**config.mk**
```make
export PLATFORM = sky130hd
export DESIGN_NAME = mfe_mem_arbiter_flat
export DESIGN_NICKNAME = d
export VERILOG_FILES = /design/src/rtl/mfe_pkg.sv /design/src/rtl/mfe_mem_arbiter_if.sv /design/src/rtl/mfe_rd_return.sv /design/src/rtl/mfe_mem_arbiter.sv /design/src/flat_wrapper.sv
export SDC_FILE = /design/constraint.sdc
export NUM_CORES = 1
export LEC_CHECK = 0
export CAP_MARGIN = 20
export CORE_MARGIN = 3
export CORE_UTILIZATION = 38
export CTS_CLUSTER_SIZE = 16
export DETAILED_ROUTE_END_ITERATION = 10
export PLACE_DENSITY = 0.89
export SYNTH_ARGS = -nofsm -noshare
export SYNTH_HDL_FRONTEND = slang
export SYNTH_SLANG_ARGS = --single-unit
```
**constraint.sdc**
```tcl
create_clock -name clk -period 2.2 [get_ports clk]
set_clock_uncertainty 0.1 [all_clocks]
set_input_delay 0.44 -clock clk [delete_from_list [all_inputs] [get_ports clk]]
set_output_delay 0.44 -clock clk [all_outputs]
set_load 0.05 [all_outputs]
```
**src/rtl/mfe_pkg.sv**
```systemverilog
// rtl/mfe_pkg.sv - shared types and constants for the median-filter image memory arbiter
package mfe_pkg;

   localparam int AW_DEF = 14;
   localparam int DW_DEF = 8;
   localparam int IMG_W  = 128;

   typedef enum logic [1:0] {
      S_IDLE  = 2'd0,
      S_OWN_A = 2'd1,
      S_OWN_B = 2'd2
   } state_t;

   typedef enum logic {
      TAG_A = 1'b0,
      TAG_B = 1'b1
   } tag_t;

endpackage

```
**src/rtl/mfe_mem_arbiter_if.sv**
```systemverilog
// rtl/mfe_mem_arbiter_if.sv - requester A/B and image memory signals of the arbiter
interface mfe_mem_arbiter_if import mfe_pkg::*; #(
   parameter int AW = AW_DEF,
   parameter int DW = DW_DEF
);

   logic          req_a;
   logic [AW-1:0] addr_a;
   logic          gnt_a;
   logic          rvalid_a;
   logic [DW-1:0] rdata_a;

   logic          req_b;
   logic          we_b;
   logic [AW-1:0] addr_b;
   logic [DW-1:0] wdata_b;
   logic          gnt_b;
   logic          rvalid_b;
   logic [DW-1:0] rdata_b;

   logic [AW-1:0] mem_addr;
   logic [DW-1:0] mem_wdata;
   logic          mem_wen;
   logic          mem_ren;
   logic [DW-1:0] mem_rdata;

   modport slave (
      input  req_a, addr_a, req_b, we_b, addr_b, wdata_b, mem_rdata,
      output gnt_a, rvalid_a, rdata_a, gnt_b, rvalid_b, rdata_b,
             mem_addr, mem_wdata, mem_wen, mem_ren
   );

   modport master (
      output req_a, addr_a, req_b, we_b, addr_b, wdata_b, mem_rdata,
      input  gnt_a, rvalid_a, rdata_a, gnt_b, rvalid_b, rdata_b,
             mem_addr, mem_wdata, mem_wen, mem_ren
   );

endinterface

```
**src/rtl/mfe_rd_return.sv**
```systemverilog
// rtl/mfe_rd_return.sv - two-stage owner tag pipeline steering memory read data back to A or B
module mfe_rd_return import mfe_pkg::*; #(
   parameter int DW = DW_DEF
) (
   input  logic          clk,
   input  logic          reset,
   input  logic          i_rd_accept,
   input  tag_t          i_tag,
   input  logic [DW-1:0] i_mem_rdata,
   output logic          o_rvalid_a,
   output logic [DW-1:0] o_rdata_a,
   output logic          o_rvalid_b,
   output logic [DW-1:0] o_rdata_b
);

   logic r_v1;
   logic r_v2;
   tag_t r_tag1;
   tag_t r_tag2;

   // Stage 1 lines up with mem_ren, stage 2 with mem_rdata.
   always_ff @(posedge clk or posedge reset) begin
      if (reset) begin
         r_v1   <= 1'b0;
         r_v2   <= 1'b0;
         r_tag1 <= TAG_A;
         r_tag2 <= TAG_A;
      end else begin
         r_v1   <= i_rd_accept;
         r_tag1 <= i_tag;
         r_v2   <= r_v1;
         r_tag2 <= r_tag1;
      end
   end

   assign o_rvalid_a = r_v2 && (r_tag2 == TAG_A);
   assign o_rvalid_b = r_v2 && (r_tag2 == TAG_B);
   assign o_rdata_a  = o_rvalid_a ? i_mem_rdata : '0;
   assign o_rdata_b  = o_rvalid_b ? i_mem_rdata : '0;

endmodule

```
**src/rtl/mfe_mem_arbiter.sv**
```systemverilog
// rtl/mfe_mem_arbiter.sv - round-robin bounded-burst arbiter between filter engine and host on the image memory
module mfe_mem_arbiter import mfe_pkg::*; #(
   parameter int MAX_BURST = 9,
   parameter int AW        = AW_DEF,
   parameter int DW        = DW_DEF
) (
   input  logic             clk,
   input  logic             reset,
   mfe_mem_arbiter_if.slave bus
);

   localparam int            CW         = (MAX_BURST > 1) ? $clog2(MAX_BURST) : 1;
   localparam logic [CW-1:0] BURST_LAST = CW'(MAX_BURST - 1);

   state_t        r_state;
   logic [CW-1:0] r_burst_cnt;
   tag_t          r_rr_last;
   logic [AW-1:0] r_mem_addr;
   logic [DW-1:0] r_mem_wdata;
   logic          r_mem_wen;
   logic          r_mem_ren;

   logic          w_gnt_a;
   logic          w_gnt_b;
   logic          w_burst_end;
   logic          w_rd_accept;
   tag_t          w_tag;
   logic          w_rvalid_a;
   logic          w_rvalid_b;
   logic [DW-1:0] w_rdata_a;
   logic [DW-1:0] w_rdata_b;

   assign w_gnt_a     = (r_state == S_OWN_A) && bus.req_a;
   assign w_gnt_b     = (r_state == S_OWN_B) && bus.req_b;
   assign w_burst_end = (r_burst_cnt == BURST_LAST);
   assign w_rd_accept = w_gnt_a || (w_gnt_b && !bus.we_b);
   assign w_tag       = w_gnt_b ? TAG_B : TAG_A;

   always_ff @(posedge clk or posedge reset) begin
      if (reset) begin
         r_state     <= S_IDLE;
         r_burst_cnt <= '0;
         r_rr_last   <= TAG_B;
      end else begin
         case (r_state)
            S_IDLE: begin
               r_burst_cnt <= '0;
               if (bus.req_a && bus.req_b)
                  r_state <= (r_rr_last == TAG_A) ? S_OWN_B : S_OWN_A;
               else if (bus.req_a)
                  r_state <= S_OWN_A;
               else if (bus.req_b)
                  r_state <= S_OWN_B;
            end
            S_OWN_A: begin
               if (!bus.req_a || (w_burst_end && bus.req_b)) begin
                  r_state     <= bus.req_b ? S_OWN_B : S_IDLE;
                  r_burst_cnt <= '0;
                  r_rr_last   <= TAG_A;
               end else if (!w_burst_end) begin
                  r_burst_cnt <= r_burst_cnt + 1'b1;
               end
            end
            S_OWN_B: begin
               if (!bus.req_b || (w_burst_end && bus.req_a)) begin
                  r_state     <= bus.req_a ? S_OWN_A : S_IDLE;
                  r_burst_cnt <= '0;
                  r_rr_last   <= TAG_B;
               end else if (!w_burst_end) begin
                  r_burst_cnt <= r_burst_cnt + 1'b1;
               end
            end
            default: begin
               r_state     <= S_IDLE;
               r_burst_cnt <= '0;
            end
         endcase
      end
   end

   // Strobes are single-cycle; address and data hold between commands.
   always_ff @(posedge clk or posedge reset) begin
      if (reset) begin
         r_mem_addr  <= '0;
         r_mem_wdata <= '0;
         r_mem_wen   <= 1'b0;
         r_mem_ren   <= 1'b0;
      end else begin
         r_mem_wen <= w_gnt_b && bus.we_b;
         r_mem_ren <= w_rd_accept;
         if (w_gnt_a || w_gnt_b)
            r_mem_addr <= w_gnt_a ? bus.addr_a : bus.addr_b;
         if (w_gnt_b)
            r_mem_wdata <= bus.wdata_b;
      end
   end

   mfe_rd_return #(.DW(DW)) u_rd_return (
      .clk         (clk),
      .reset       (reset),
      .i_rd_accept (w_rd_accept),
      .i_tag       (w_tag),
      .i_mem_rdata (bus.mem_rdata),
      .o_rvalid_a  (w_rvalid_a),
      .o_rdata_a   (w_rdata_a),
      .o_rvalid_b  (w_rvalid_b),
      .o_rdata_b   (w_rdata_b)
   );

   assign bus.gnt_a     = w_gnt_a;
   assign bus.gnt_b     = w_gnt_b;
   assign bus.rvalid_a  = w_rvalid_a;
   assign bus.rdata_a   = w_rdata_a;
   assign bus.rvalid_b  = w_rvalid_b;
   assign bus.rdata_b   = w_rdata_b;
   assign bus.mem_addr  = r_mem_addr;
   assign bus.mem_wdata = r_mem_wdata;
   assign bus.mem_wen   = r_mem_wen;
   assign bus.mem_ren   = r_mem_ren;

endmodule
```
**src/flat_wrapper.sv**
```systemverilog
// flat-port wrapper written by rule: the top's interface ports become plain ports
module mfe_mem_arbiter_flat import mfe_pkg::*;
#(
   parameter int MAX_BURST = 9,
   parameter int AW        = AW_DEF,
   parameter int DW        = DW_DEF
)
  (clk, reset, bus_req_a, bus_addr_a, bus_req_b, bus_we_b, bus_addr_b, bus_wdata_b, bus_mem_rdata, bus_gnt_a, bus_rvalid_a, bus_rdata_a, bus_gnt_b, bus_rvalid_b, bus_rdata_b, bus_mem_addr, bus_mem_wdata, bus_mem_wen, bus_mem_ren);
  mfe_mem_arbiter_if #(.AW(AW), .DW(DW)) bus_i ();
  input  logic clk;
  input  logic reset;
  input wire logic [$bits(bus_i.req_a)-1:0] bus_req_a;
  input wire logic [$bits(bus_i.addr_a)-1:0] bus_addr_a;
  input wire logic [$bits(bus_i.req_b)-1:0] bus_req_b;
  input wire logic [$bits(bus_i.we_b)-1:0] bus_we_b;
  input wire logic [$bits(bus_i.addr_b)-1:0] bus_addr_b;
  input wire logic [$bits(bus_i.wdata_b)-1:0] bus_wdata_b;
  input wire logic [$bits(bus_i.mem_rdata)-1:0] bus_mem_rdata;
  output wire logic [$bits(bus_i.gnt_a)-1:0] bus_gnt_a;
  output wire logic [$bits(bus_i.rvalid_a)-1:0] bus_rvalid_a;
  output wire logic [$bits(bus_i.rdata_a)-1:0] bus_rdata_a;
  output wire logic [$bits(bus_i.gnt_b)-1:0] bus_gnt_b;
  output wire logic [$bits(bus_i.rvalid_b)-1:0] bus_rvalid_b;
  output wire logic [$bits(bus_i.rdata_b)-1:0] bus_rdata_b;
  output wire logic [$bits(bus_i.mem_addr)-1:0] bus_mem_addr;
  output wire logic [$bits(bus_i.mem_wdata)-1:0] bus_mem_wdata;
  output wire logic [$bits(bus_i.mem_wen)-1:0] bus_mem_wen;
  output wire logic [$bits(bus_i.mem_ren)-1:0] bus_mem_ren;
  assign bus_i.req_a = bus_req_a;
  assign bus_i.addr_a = bus_addr_a;
  assign bus_i.req_b = bus_req_b;
  assign bus_i.we_b = bus_we_b;
  assign bus_i.addr_b = bus_addr_b;
  assign bus_i.wdata_b = bus_wdata_b;
  assign bus_i.mem_rdata = bus_mem_rdata;
  assign bus_gnt_a = bus_i.gnt_a;
  assign bus_rvalid_a = bus_i.rvalid_a;
  assign bus_rdata_a = bus_i.rdata_a;
  assign bus_gnt_b = bus_i.gnt_b;
  assign bus_rvalid_b = bus_i.rvalid_b;
  assign bus_rdata_b = bus_i.rdata_b;
  assign bus_mem_addr = bus_i.mem_addr;
  assign bus_mem_wdata = bus_i.mem_wdata;
  assign bus_mem_wen = bus_i.mem_wen;
  assign bus_mem_ren = bus_i.mem_ren;
  mfe_mem_arbiter #(.MAX_BURST(MAX_BURST), .AW(AW), .DW(DW)) u_core (.clk(clk), .reset(reset), .bus(bus_i));
endmodule
```
==> reports/results.md <==
| Step | Parameter | Value |
|:---|:---|:---|
| job | Count of maximum capacitance violations | 0 |
| routing | Drt via density | 5.053 |
| worst hold path | Cell depth of the worst hold path | 0 |
| timing | Worst relative slew slack | 0.6512 |
| setup path | Endpoint type of the worst setup path | output pin |
| cells and area | Proportion of layout cells with a drive suffix above 1 | 0.1840 |
| placement | Routability-driven placement congestion ratio | 0.8892 |
| floorplan | Die width | 71.90 um |
| yosys | Post-synth ARST share | 1.000 |
| routing | Number of vias after detailed routing | 1516 |
| yosys | Post-Synthesis Cells | 152 |
| timing | Worst hold slack across all endpoints | 246.7 ps |
| placement | Post-place instance area | 0.002824 sq mm |
| yosys | Unique cell type count in the Yosys netlist | 28 |
| clock network | Number of buffers inserted by post-CTS setup repair | 0 |
| setup path | Setup crit start | u_core.u_rd_return.r_v2$_DFF_PP0_ |
| setup path | RR Endpoint | u_core.r_state[1]$_DFFE_PP0P_ |
| yosys | FF+latch count, synth | 34 |
| power | Leakage dissipation | 1.390 nW |
| routing | Remaining antenna violation count after routing | 0 |
| placement | HPWL after detailed placement | 3.422 mm |
| power | Part of the total power dissipated in sequential elements | 0.264 |
| grt | Met1 track demand over resource in global routing | 0.1878 |
| floorplan | Core area | 0.004086 sq mm |
| routing | Final routed wire length divided by cell count | 14.21 um |
| clock network | Clk Latency, worst-skew pair | 280 ps |
| timing | RSZ-0062 raised after global routing | false |
| timing | Max Freq | 481.0 MHz |
| grt | Met3 global-route usage | 0.06371 |
| clock network | Cts bufs inserted | 5 |
| setup path | Worst-path maximum fanout | 10 |
| yosys | Avg Inst Size Synth | 10.86 sq um |
| power | Largest voltage drop on the vdd net | 0.0008098 V |
| timing | Fin Setup TNS | 0 ps |
| grt | GRT Max-Usage Layer | met2 |
| clock network | CTS sink cnt | 34 |
| setup path | Signal arrival time at the worst endpoint | 1540 ps |
| cells and area | Most used cells in the layout excluding fill and tap cells | sky130_fd_sc_hd__clkdlybuf4s50_1, sky130_fd_sc_hd__dfrtp_1, sky130_fd_sc_hd__nand2_1, sky130_fd_sc_hd__buf_12, sky130_fd_sc_hd__o21ai_0 |
| floorplan | Top-level I/O count | 93 |
| clock network | Root buffer cell | sky130_fd_sc_hd__clkbuf_8 |
| routing | Violation count after the first detailed-routing iteration | 56 |
| yosys | Synthesis Warnings | 0 |
| power | Part of the total power dissipated in combinational logic | 0.559 |
| grt | GR Util met2 | 0.3214 |
| grt | Maximum number of pins on one net before global-route repair | 35 |
| floorplan | Die Y | 71.90 um |
| yosys | Number of synthesized flops with an enable pin | 0 |
| setup path | Critical path data required time | 1660 ps |
| setup path | Worst setup SP type | register |
| floorplan | Floorplan die area | 0.005170 sq mm |
| timing | Final-report max-slew violation count | 0 |
| worst hold path | Tightest Hold Check Type | register to register |
| grt | Total gr overflow | 0 |
| power | Total power | 3.960 mW |
| yosys | Most used flip-flop cell after synthesis | sky130_fd_sc_hd__dfrtp_1 |
| clock network | Worst-case clock buffer depth | 2 |
| routing | Remaining routing DRC violations | 0 |
| clock network | Clock edge transition at the registers on the reported setup and hold paths | 60 ps |
| timing | Hold Violations, Final | 0 |
| grt | Number of global-route vias before repair | 1526 |
| power | Sw Share | 0.4319 |
| clock network | H-tree levels | 2 |
| cells and area | Finished layout cell area | 0.002969 sq mm |
| floorplan | Initial Utilization | 0.4039 |
| setup path | R2R setup slack | 460 ps |
| cells and area | Most frequent standard cell in the layout excluding fill and tap cells | sky130_fd_sc_hd__clkdlybuf4s50_1 |
| timing | Worst Max-Slew Pin Slew | 521.6 ps |
| timing | Shortest period the worst path allows | 2079 ps |
| power | Areal power density over the cells | 1334 mW/mm^2 |
| routing | Sum of routed wire length over all layers | 4.264 mm |
| routing | DR pass1 iterations | 6 |
| setup path | FF-to-FF Start | u_core.r_burst_cnt[0]$_DFF_PP0_ |
| timing | Fraction of the cycle the final worst path needs | 0.9450 |
| setup path | Critical Path Sink | bus_rdata_a[5] |
| cells and area | Utilization of the core after routing | 0.7266 |
| yosys | Number of nets in the synthesized netlist | 207 |
| setup path | Worst R2R Path Depth | 6 |
| setup path | Kind of critical path | register to output pin |
| status | Status | complete, no violations |
| grt | GRT Total Usage | 0.1771 |
| power | Internal power summed over all cells | 2.250 mW |
| yosys | Synthesized cell area | 0.001650 sq mm |
| yosys | Part of the Yosys area used for sequential elements | 0.5163 |
| cells and area | Antenna cell count | 0 |
| timing | Final setup violation count | 0 |
| cells and area | Area added between synthesis and finish | 79.91% |
| power | Clk network pwr share | 0.177 |
| grt | Wire length of the first global-routing pass | 7.044 mm |
| power | Psw | 1.710 mW |
| placement | Input/output buffers | 92 |
| clock network | TritonCTS clock tree | done |
| cells and area | Final layout net count | 304 |
| floorplan | Placement Rows | 23 |
| grt | Initial antenna violation count | 0 |
## metal layers
| metal | wire length (um) | up-vias |
|---|---|---|
| met2 | 2083 | 74 |
| met5 | 0 | - |
| met4 | 103 | 0 |
| met1 | 1652 | 716 |
| li1 | - | 718 |
| met3 | 424 | 8 |
## power by group through the flow
stage               clock network, mW  logic [mW]  registers (mW)
CTS                             0.720        2.24            1.04
detailed placement                  0        2.24            1.05
global placement                    0        2.20            1.04
global route                    0.750        2.33            1.08
finish                          0.703        2.21            1.04
floorplan                           0       0.665            1.77
## critical path, cell delays in order, from the launching register on
cell and delay, ps:
sky130_fd_sc_hd__dfrtp_1 440, sky130_fd_sc_hd__nor2b_2 400, sky130_fd_sc_hd__and2_1 260, sky130_fd_sc_hd__buf_12 150
## synthesized netlist by cell type (all sizes together) (2+ instances only)
master / instances / area, sq um
and3: 9 / 56.30
dfrtp: 33 / 825.8
inv: 7 / 26.28
and2: 9 / 56.30
a32o: 3 / 31.28
nor3: 2 / 10.01
ha: 6 / 75.07
nor2b: 2 / 20.02
buf: 4 / 20.02
mux2: 8 / 90.09
clkbuf: 2 / 7.510
a21oi: 2 / 10.01
nand3: 2 / 10.01
o21ai: 18 / 90.09
a21o: 2 / 15.01
mux2i: 14 / 140.1
nand2b: 2 / 12.51
nand2: 20 / 77.58
## metrics by stage
stage | instances | worst slack [ps]
global route | 300 | 38.77
floorplan | 152 | 48.59
finish | 300 | 121.1
detailed placement | 292 | 199.6
global placement | 292 | 197.1
CTS | 300 | 94.85
## logic make-up (layout without fill, tap and decap cells)
kind of cell,Yosys count,count (layout),synth area share
flip-flops,34,34,0.5163
adder cells (fa/ha/maj),6,6,0.04549
buffers and inverters,13,111,0.03261
XOR/XNOR,1,1,0.005308
AO/OA/AOI/OAI,26,26,0.09477
multiplexers,22,22,0.1395
AND/OR/NAND/NOR,50,50,0.1660
## registers in the layout, indices dropped and copies added (netlist names)
| name | cells |
|---|---|
| u_core.bus.mem_addr | 14 |
| u_core.bus.mem_wdata | 8 |
| u_core.r_burst_cnt | 4 |
| u_core.r_state | 2 |
| u_core.bus.mem_ren | 1 |
| u_core.bus.mem_wen | 1 |
| u_core.r_rr_last | 1 |
| u_core.u_rd_return.r_tag1 | 1 |
| u_core.u_rd_return.r_tag2 | 1 |
| u_core.u_rd_return.r_v2 | 1 |
## area by class of cell
cell class | instances | area (sq um)
Multi-Input combinational cell | 105 | 747.0
Clock buffer | 6 | 82.58
Sequential cell | 34 | 852.1
Inverter | 7 | 26.28
Fill cell | 278 | 1117
Tap cell | 50 | 62.56
Timing Repair Buffer | 96 | 1139
Clock inverter | 2 | 60.06
## worst min path at each step
| stage | from | to | slack, ps |
|---|---|---|---|
| 2_1_floorplan | u_core.u_rd_return.r_tag1$_DFF_PP0_ | u_core.u_rd_return.r_tag2$_DFF_PP0_ | 230 |
| 3_3_place_gp | u_core.u_rd_return.r_tag1$_DFF_PP0_ | u_core.u_rd_return.r_tag2$_DFF_PP0_ | 230 |
| 3_5_place_dp | u_core.u_rd_return.r_tag1$_DFF_PP0_ | u_core.u_rd_return.r_tag2$_DFF_PP0_ | 240 |
| 4_1_cts | u_core.u_rd_return.r_tag1$_DFF_PP0_ | u_core.u_rd_return.r_tag2$_DFF_PP0_ | 250 |
| 5_1_grt | u_core.u_rd_return.r_tag1$_DFF_PP0_ | u_core.u_rd_return.r_tag2$_DFF_PP0_ | 250 |
| 6_report | u_core.u_rd_return.r_tag1$_DFF_PP0_ | u_core.u_rd_return.r_tag2$_DFF_PP0_ | 250 |
## timing repair
item / 4_1_cts / 5_1_grt
hold buffers: 0 / 0
endpoints found under the setup margin: 8 / 0
resized for setup: 1 / 0
No activity file was read; power rests on OpenSTA's default activity.
